`src/rtl/axi_lite_pkg.sv`:
```
// Shared definitions for the AXI4-Lite master: response codes, FSM encoding,
// default protection bits and the watchdog counter width helper.
package axi_lite_pkg;

    typedef enum logic [1:0] {
        RESP_OKAY   = 2'b00,
        RESP_EXOKAY = 2'b01,
        RESP_SLVERR = 2'b10,
        RESP_DECERR = 2'b11
    } axi_resp_e;

    typedef enum logic [2:0] {
        ST_IDLE  = 3'd0,
        ST_RD_A  = 3'd1,
        ST_RD_D  = 3'd2,
        ST_WR_AW = 3'd3,
        ST_WR_B  = 3'd4,
        ST_RSP   = 3'd5
    } mst_state_e;

    localparam logic [2:0] PROT_DEFAULT = 3'b000;
    localparam int TMO_MIN_W = 8;
    localparam int TMO_MAX_W = 16;

    // Watchdog counter width: enough for the limit, clamped to 8..16 bits.
    function automatic int tmo_width(input int limit);
        int w;
        w = $clog2(limit + 1);
        return (w < TMO_MIN_W) ? TMO_MIN_W : ((w > TMO_MAX_W) ? TMO_MAX_W : w);
    endfunction

endpackage

```
`src/rtl/axi_lite_wr_chan.sv`:
```
// Write address/data channel control: AW and W valids complete independently,
// per-channel done flags record which handshake has already happened.
module axi_lite_wr_chan (
    input  logic ACLK,
    input  logic ARESETN,
    input  logic start,
    input  logic abort,
    input  logic active,
    input  logic AWREADY,
    input  logic WREADY,
    output logic AWVALID,
    output logic WVALID,
    output logic both_done
);

    logic awvalid_r;
    logic wvalid_r;
    logic aw_done_r;
    logic w_done_r;
    logic aw_hs_s;
    logic w_hs_s;

    // Handshake detection; a channel counts as done on the cycle of its handshake.
    always_comb begin
        aw_hs_s   = awvalid_r && AWREADY;
        w_hs_s    = wvalid_r && WREADY;
        both_done = active && (aw_done_r || aw_hs_s) && (w_done_r || w_hs_s);
    end

    // Valid and done-flag registers.
    always_ff @(posedge ACLK) begin
        if (ARESETN || abort) begin
            awvalid_r <= 1'b0;
            wvalid_r  <= 1'b0;
            aw_done_r <= 1'b0;
            w_done_r  <= 1'b0;
        end else if (start) begin
            awvalid_r <= 1'b1;
            wvalid_r  <= 1'b1;
            aw_done_r <= 1'b0;
            w_done_r  <= 1'b0;
        end else if (active) begin
            if (aw_hs_s) begin
                awvalid_r <= 1'b0;
                aw_done_r <= 1'b1;
            end
            if (w_hs_s) begin
                wvalid_r <= 1'b0;
                w_done_r <= 1'b1;
            end
            if (both_done) begin
                aw_done_r <= 1'b0;
                w_done_r  <= 1'b0;
            end
        end
    end

    assign AWVALID = awvalid_r;
    assign WVALID  = wvalid_r;

endmodule

```
`src/rtl/axi_lite_master_ctl.sv`:
```
// Single-outstanding AXI4-Lite master bridging a valid/ready request/response port.
// Optional watchdog enabled by defining AXI_MASTER_TIMEOUT_EN.
module axi_lite_master_ctl
    import axi_lite_pkg::*;
#(
    parameter int         ADDR_W         = 32,
    parameter int         DATA_W         = 32,
    parameter logic [2:0] PROT_VAL       = PROT_DEFAULT,
    parameter int         TIMEOUT_CYCLES = 255,
    localparam int        STRB_W         = DATA_W / 8
) (
    input  logic              ACLK,
    input  logic              ARESETN,
    input  logic              req_valid,
    output logic              req_ready,
    input  logic              req_write,
    input  logic [ADDR_W-1:0] req_addr,
    input  logic [DATA_W-1:0] req_wdata,
    input  logic [STRB_W-1:0] req_wstrb,
    output logic              rsp_valid,
    input  logic              rsp_ready,
    output logic [DATA_W-1:0] rsp_rdata,
    output logic [1:0]        rsp_resp,
    output logic [ADDR_W-1:0] ARADDR,
    output logic [2:0]        ARPROT,
    output logic              ARVALID,
    input  logic              ARREADY,
    input  logic [DATA_W-1:0] RDATA,
    input  logic [1:0]        RRESP,
    input  logic              RVALID,
    output logic              RREADY,
    output logic [ADDR_W-1:0] AWADDR,
    output logic [2:0]        AWPROT,
    output logic              AWVALID,
    input  logic              AWREADY,
    output logic [DATA_W-1:0] WDATA,
    output logic [STRB_W-1:0] WSTRB,
    output logic              WVALID,
    input  logic              WREADY,
    input  logic [1:0]        BRESP,
    input  logic              BVALID,
    output logic              BREADY
);

    mst_state_e        state_r, state_nxt;
    logic [ADDR_W-1:0] addr_r, addr_nxt;
    logic [DATA_W-1:0] wdata_r, wdata_nxt;
    logic [STRB_W-1:0] wstrb_r, wstrb_nxt;
    logic              arvalid_r, arvalid_nxt;
    logic              rready_r, rready_nxt;
    logic              bready_r, bready_nxt;
    logic              req_ready_r, req_ready_nxt;
    logic              rsp_valid_r, rsp_valid_nxt;
    logic [DATA_W-1:0] rsp_rdata_r, rsp_rdata_nxt;
    logic [1:0]        rsp_resp_r, rsp_resp_nxt;
    logic              wr_start_s;
    logic              wr_both_done_s;
    logic              timeout_s;

`ifdef AXI_MASTER_TIMEOUT_EN
    localparam int               TMO_W    = tmo_width(TIMEOUT_CYCLES);
    localparam logic [TMO_W-1:0] TMO_LAST = TMO_W'(TIMEOUT_CYCLES - 1);

    logic [TMO_W-1:0] tmo_cnt_r;
    logic             waiting_s;

    // Fires on the cycle that would complete TIMEOUT_CYCLES cycles in a wait state.
    always_comb begin
        waiting_s = (state_r == ST_RD_A) || (state_r == ST_RD_D) ||
                    (state_r == ST_WR_AW) || (state_r == ST_WR_B);
        timeout_s = waiting_s && (tmo_cnt_r == TMO_LAST);
    end

    // Watchdog counter, cleared on every state entry.
    always_ff @(posedge ACLK) begin
        if (ARESETN) begin
            tmo_cnt_r <= '0;
        end else if (state_nxt != state_r) begin
            tmo_cnt_r <= '0;
        end else if (waiting_s) begin
            tmo_cnt_r <= tmo_cnt_r + 1'b1;
        end
    end
`else
    logic [31:0] unused_tmo_s;
    assign unused_tmo_s = 32'(TIMEOUT_CYCLES);
    assign timeout_s    = 1'b0;
`endif

    axi_lite_wr_chan u_wr_chan (
        .ACLK      (ACLK),
        .ARESETN   (ARESETN),
        .start     (wr_start_s),
        .abort     (timeout_s),
        .active    (state_r == ST_WR_AW),
        .AWREADY   (AWREADY),
        .WREADY    (WREADY),
        .AWVALID   (AWVALID),
        .WVALID    (WVALID),
        .both_done (wr_both_done_s)
    );

    // Next-state and next-output logic.
    always_comb begin
        state_nxt     = state_r;
        addr_nxt      = addr_r;
        wdata_nxt     = wdata_r;
        wstrb_nxt     = wstrb_r;
        arvalid_nxt   = arvalid_r;
        rready_nxt    = rready_r;
        bready_nxt    = bready_r;
        req_ready_nxt = req_ready_r;
        rsp_valid_nxt = rsp_valid_r;
        rsp_rdata_nxt = rsp_rdata_r;
        rsp_resp_nxt  = rsp_resp_r;
        wr_start_s    = 1'b0;
        if (timeout_s) begin
            arvalid_nxt   = 1'b0;
            rready_nxt    = 1'b0;
            bready_nxt    = 1'b0;
            rsp_valid_nxt = 1'b1;
            rsp_rdata_nxt = '0;
            rsp_resp_nxt  = RESP_SLVERR;
            state_nxt     = ST_RSP;
        end else begin
            case (state_r)
                ST_IDLE: begin
                    if (req_valid && req_ready_r) begin
                        addr_nxt      = req_addr;
                        wdata_nxt     = req_wdata;
                        wstrb_nxt     = req_wstrb;
                        req_ready_nxt = 1'b0;
                        if (req_write) begin
                            wr_start_s = 1'b1;
                            state_nxt  = ST_WR_AW;
                        end else begin
                            arvalid_nxt = 1'b1;
                            state_nxt   = ST_RD_A;
                        end
                    end else begin
                        state_nxt = ST_IDLE;
                    end
                end
                ST_RD_A: begin
                    if (arvalid_r && ARREADY) begin
                        arvalid_nxt = 1'b0;
                        rready_nxt  = 1'b1;
                        state_nxt   = ST_RD_D;
                    end else begin
                        state_nxt = ST_RD_A;
                    end
                end
                ST_RD_D: begin
                    if (rready_r && RVALID) begin
                        rsp_rdata_nxt = RDATA;
                        rsp_resp_nxt  = RRESP;
                        rready_nxt    = 1'b0;
                        rsp_valid_nxt = 1'b1;
                        state_nxt     = ST_RSP;
                    end else begin
                        state_nxt = ST_RD_D;
                    end
                end
                ST_WR_AW: begin
                    if (wr_both_done_s) begin
                        bready_nxt = 1'b1;
                        state_nxt  = ST_WR_B;
                    end else begin
                        state_nxt = ST_WR_AW;
                    end
                end
                ST_WR_B: begin
                    if (bready_r && BVALID) begin
                        rsp_resp_nxt  = BRESP;
                        rsp_rdata_nxt = '0;
                        bready_nxt    = 1'b0;
                        rsp_valid_nxt = 1'b1;
                        state_nxt     = ST_RSP;
                    end else begin
                        state_nxt = ST_WR_B;
                    end
                end
                ST_RSP: begin
                    if (rsp_valid_r && rsp_ready) begin
                        rsp_valid_nxt = 1'b0;
                        req_ready_nxt = 1'b1;
                        state_nxt     = ST_IDLE;
                    end else begin
                        state_nxt = ST_RSP;
                    end
                end
                default: begin
                    state_nxt = ST_IDLE;
                end
            endcase
        end
    end

    // State and output registers.
    always_ff @(posedge ACLK) begin
        if (ARESETN) begin
            state_r     <= ST_IDLE;
            addr_r      <= '0;
            wdata_r     <= '0;
            wstrb_r     <= '0;
            arvalid_r   <= 1'b0;
            rready_r    <= 1'b0;
            bready_r    <= 1'b0;
            req_ready_r <= 1'b1;
            rsp_valid_r <= 1'b0;
            rsp_rdata_r <= '0;
            rsp_resp_r  <= 2'b00;
        end else begin
            state_r     <= state_nxt;
            addr_r      <= addr_nxt;
            wdata_r     <= wdata_nxt;
            wstrb_r     <= wstrb_nxt;
            arvalid_r   <= arvalid_nxt;
            rready_r    <= rready_nxt;
            bready_r    <= bready_nxt;
            req_ready_r <= req_ready_nxt;
            rsp_valid_r <= rsp_valid_nxt;
            rsp_rdata_r <= rsp_rdata_nxt;
            rsp_resp_r  <= rsp_resp_nxt;
        end
    end

    assign req_ready = req_ready_r;
    assign rsp_valid = rsp_valid_r;
    assign rsp_rdata = rsp_rdata_r;
    assign rsp_resp  = rsp_resp_r;
    assign ARADDR    = addr_r;
    assign ARPROT    = PROT_VAL;
    assign ARVALID   = arvalid_r;
    assign RREADY    = rready_r;
    assign AWADDR    = addr_r;
    assign AWPROT    = PROT_VAL;
    assign WDATA     = wdata_r;
    assign WSTRB     = wstrb_r;
    assign BREADY    = bready_r;

endmodule

```
`config.mk`:
```
export PLATFORM = sky130hd
export DESIGN_NAME = axi_lite_master_ctl
export DESIGN_NICKNAME = d
export VERILOG_FILES = /design/src/rtl/axi_lite_pkg.sv /design/src/rtl/axi_lite_wr_chan.sv /design/src/rtl/axi_lite_master_ctl.sv
export SDC_FILE = /design/constraint.sdc
export NUM_CORES = 1
export LEC_CHECK = 0
export CORE_UTILIZATION = 40
export CTS_CLUSTER_SIZE = 40
export DETAILED_ROUTE_END_ITERATION = 10
export PLACE_DENSITY = 0.87
export SYNTH_ARGS = -nofsm -noshare
export SYNTH_HDL_FRONTEND = slang
export SYNTH_SLANG_ARGS = --single-unit
export TNS_END_PERCENT = 10
```
`constraint.sdc`:
```
create_clock -name ACLK -period 4 [get_ports ACLK]
set_input_delay 0.8 -clock ACLK [delete_from_list [all_inputs] [get_ports ACLK]]
set_output_delay 0.8 -clock ACLK [all_outputs]
set_load 0.005 [all_outputs]
```
==> results.tsv <==
metric	value	unit
result_of_the_run	finished, final reports clean	
worst_setup_path_end_kind	flop	
slew_viol_final	0	
timing.critical_path.required	4.31	ns
detailroute.via_count	4565	
timing.clock.skew	0.00698	ns
yosysUniqueCellTypes	37	
critical_path_class	input pin to flop	
die-area	0.0123	sq mm
tritoncts.num_buffers	17	
gr-usage-all-layers	0.224	
post_cts_clock_slew_at_the_launch_and_capture_registers_of_the_worst_setup_and_hold_paths	0.05	ns
max_cap_violations	0	
area_growth_syn_to_layout	60.6	%
powerDensity	446	mW/mm^2
rows	39	
synth_top_area_cell	sky130_fd_sc_hd__dfxtp_1	
timing.hold.ws	0.452	ns
critPathMaxStageDelay	0.83	ns
number_of_filler_instances_in_the_final_layout	914	
initial_core_util	0.413	
globalRouteOverflowTotal	0	
static-leakage-power	0.00277	uW
detail_route.first_pass.iterations	4	
layout.nets	875	
rsz0062_at_grt	no	
final_layout_size_suffix_gt1_frac	0.0608	
die_x	111	um
path_delay_family	simple AND/OR/NAND/NOR gates	
tritoncts	done	
synth.ff_latch_count	114	
worstPathBufferInverterCount	2	
grt_first_pass_wirelength	22.3	mm
placed_cell_area	0.00700	sq mm
boundaryPins	261	
via_count_of_the_first_global_routing_pass	4758	
synth.cell_area	0.00473	sq mm
vdd.ir_drop.worst	0.343	mV
route.final.wire_length	14.0	mm
route.detailed.drc	0	
yosysSeqAreaShare	0.482	
synth_edf_count	0	
insertedDiodeCount	0	
cts_htree_levels	4	
crit_path_time_final	2.42	ns
detail_route.wl_per_cell	15.2	um
worst_hold_path_type	flop to flop	
grt_start_max_net_pins	114	
tns	0	ns
most_frequent_cell_after_synthesis	sky130_fd_sc_hd__nand2_1	
dp_hpwl	9.68	mm
final_cell_area	0.00761	sq mm
timing.critical_path.from_type	input pin	
yosysTopAreaCellShare	0.482	
post_synth_inst_count	554	
timing_hold_violations_final	0	
transition_time_at_the_pin_with_the_least_slew_margin	1.18	ns
post_cts_buffers	0	
cts_repair_resize_count	0	
floorplan.die.height	111	um
async_flop_share	0	
worst_rel_slew_slack	0.215	
hold_buffers	0	
crit_slowest_cell	sky130_fd_sc_hd__and4b_2	
port-buffer-count	254	
synth_flop_cell	sky130_fd_sc_hd__dfxtp_1	
clock_path_buffers	2	
number_of_antenna_violations_at_the_first_check_in_global_routing	0	
arrival	2.73	ns
root_buffer	sky130_fd_sc_hd__clkbuf_16	
setup-violations-final	0	
fin_crit_sh	0.604	
post_synth.cell_area_avg	8.55	sq um
design.core.area	0.0115	sq mm
dr.first_iter.drc_count	229	
drt-vias-per-instance	4.98	
max_clock_freq	414	MHz
yosysWarnings	0	
critical_path.max_fanout	45	
synth_top_cells_by_area	sky130_fd_sc_hd__dfxtp_1 (48%), sky130_fd_sc_hd__nand2_1 (11%), sky130_fd_sc_hd__a21oi_1 (7.9%)	
detail-route-antenna-nets	0	
crit_path_cell_trace	clkdlybuf4s50_1 > and4b_2 > buf_4 > nand2_1 > a21oi_1	
clock_sink_count	114	
finalWeightedCongestion	0.810	
worst_skew_pair.late_latency	0.40	ns
synth_common_cells	sky130_fd_sc_hd__nand2_1 (145), sky130_fd_sc_hd__dfxtp_1 (114), sky130_fd_sc_hd__a21oi_1 (75), sky130_fd_sc_hd__buf_4 (39), sky130_fd_sc_hd__nor2_1 (37)	
-- layout by cell type, fill, tap and decap left out, types with 2 or more instances in the layout --
cell type,instances
sky130_fd_sc_hd__conb_1,6
sky130_fd_sc_hd__nand2_1,145
sky130_fd_sc_hd__nor3_1,2
sky130_fd_sc_hd__a21oi_1,75
sky130_fd_sc_hd__clkinvlp_4,3
sky130_fd_sc_hd__and2b_1,8
sky130_fd_sc_hd__clkinv_2,4
sky130_fd_sc_hd__nor2b_1,26
sky130_fd_sc_hd__o21ai_0,3
sky130_fd_sc_hd__nand4b_1,2
sky130_fd_sc_hd__buf_4,6
sky130_fd_sc_hd__mux2i_1,34
sky130_fd_sc_hd__nor2_2,2
sky130_fd_sc_hd__dfxtp_1,114
sky130_fd_sc_hd__clkbuf_8,3
sky130_fd_sc_hd__clkbuf_16,17
sky130_fd_sc_hd__nand3b_1,2
sky130_fd_sc_hd__a31oi_1,4
sky130_fd_sc_hd__bufinv_16,3
sky130_fd_sc_hd__a211oi_2,2
sky130_fd_sc_hd__nor2_1,37
sky130_fd_sc_hd__clkdlybuf4s50_1,253
sky130_fd_sc_hd__nand3_1,5
-- state kept, by name, indices dropped and copies added (netlist names) --
signal / flops
rsp_valid: 1
rsp_resp: 2
state_r: 3
u_wr_chan.aw_done_r: 1
u_wr_chan.WVALID: 1
WDATA: 32
RREADY: 1
req_ready: 1
u_wr_chan.AWVALID: 1
u_wr_chan.w_done_r: 1
rsp_rdata: 32
ARADDR: 32
ARVALID: 1
BREADY: 1
WSTRB: 4
-- power by group --
part           internal, uW  switching, uW
clock network          1020            510
logic                   340            240
registers              1220           67.2
-- final timing paths --
check | slack [ns] | from | cells after the start | endpoint
min reg2reg | 0.45 | WDATA[5] | 2 | WDATA[5]
max reg2reg | 1.67 | state_r[2] | 5 | rsp_rdata[28]
min | 0.45 | WDATA[5] | 2 | WDATA[5]
max | 1.58 | req_valid | 5 | WDATA[15]
-- kinds of logic after synthesis --
logic type / synth area share
muxes: 0.0719
AOI/OAI and AO/OA: 0.110
DFF: 0.482
buffers and inverters: 0.110
and+or+nand+nor: 0.225
other: 0.000792
-- worst reg2reg max path, delay by kind of cell, from the launching register on --
family / cells / cell delay (ns)
buffers and inverters: 1 / 0.32
flip-flops: 1 / 0.63
multiplexers: 1 / 0.15
AND/OR/NAND/NOR: 3 / 1.08
-- final cells by class --
cell class | count | area [sq um] | share of cell area
clock buffer | 21 | 470 | 0.0619
clock inverter | 10 | 133 | 0.0174
inverter | 1 | 3.75 | 0.000494
multi-input combinational | 368 | 1960 | 0.258
sequential | 114 | 2280 | 0.300
tap | 143 | 179 | 0.0235
timing repair buffer | 259 | 2580 | 0.339
-- routing by layer --
| layer | part of all wire | wire [um] | up-vias | global-route usage |
|---|---|---|---|---|
| met5 | 0 | 0 | - | 0 |
| met4 | 0.039 | 544 | 0 | 0.138 |
| met3 | 0.068 | 950 | 44 | 0.0722 |
| met2 | 0.51 | 7180 | 197 | 0.400 |
| met1 | 0.38 | 5290 | 2148 | 0.226 |
| li1 | - | - | 2176 | - |
-- through the flow --
stage	instances	utilization	setup WS (ns)	total power, uW
detailed placement	885	0.611	1.19	1880
CTS	916	0.663	1.60	3420
floorplan	559	-	2.28	1560
finish	916	0.663	1.58	3390
global route	916	0.663	1.45	3530
global placement	885	0.611	1.29	1860
Power figures use the tool's default switching activity.
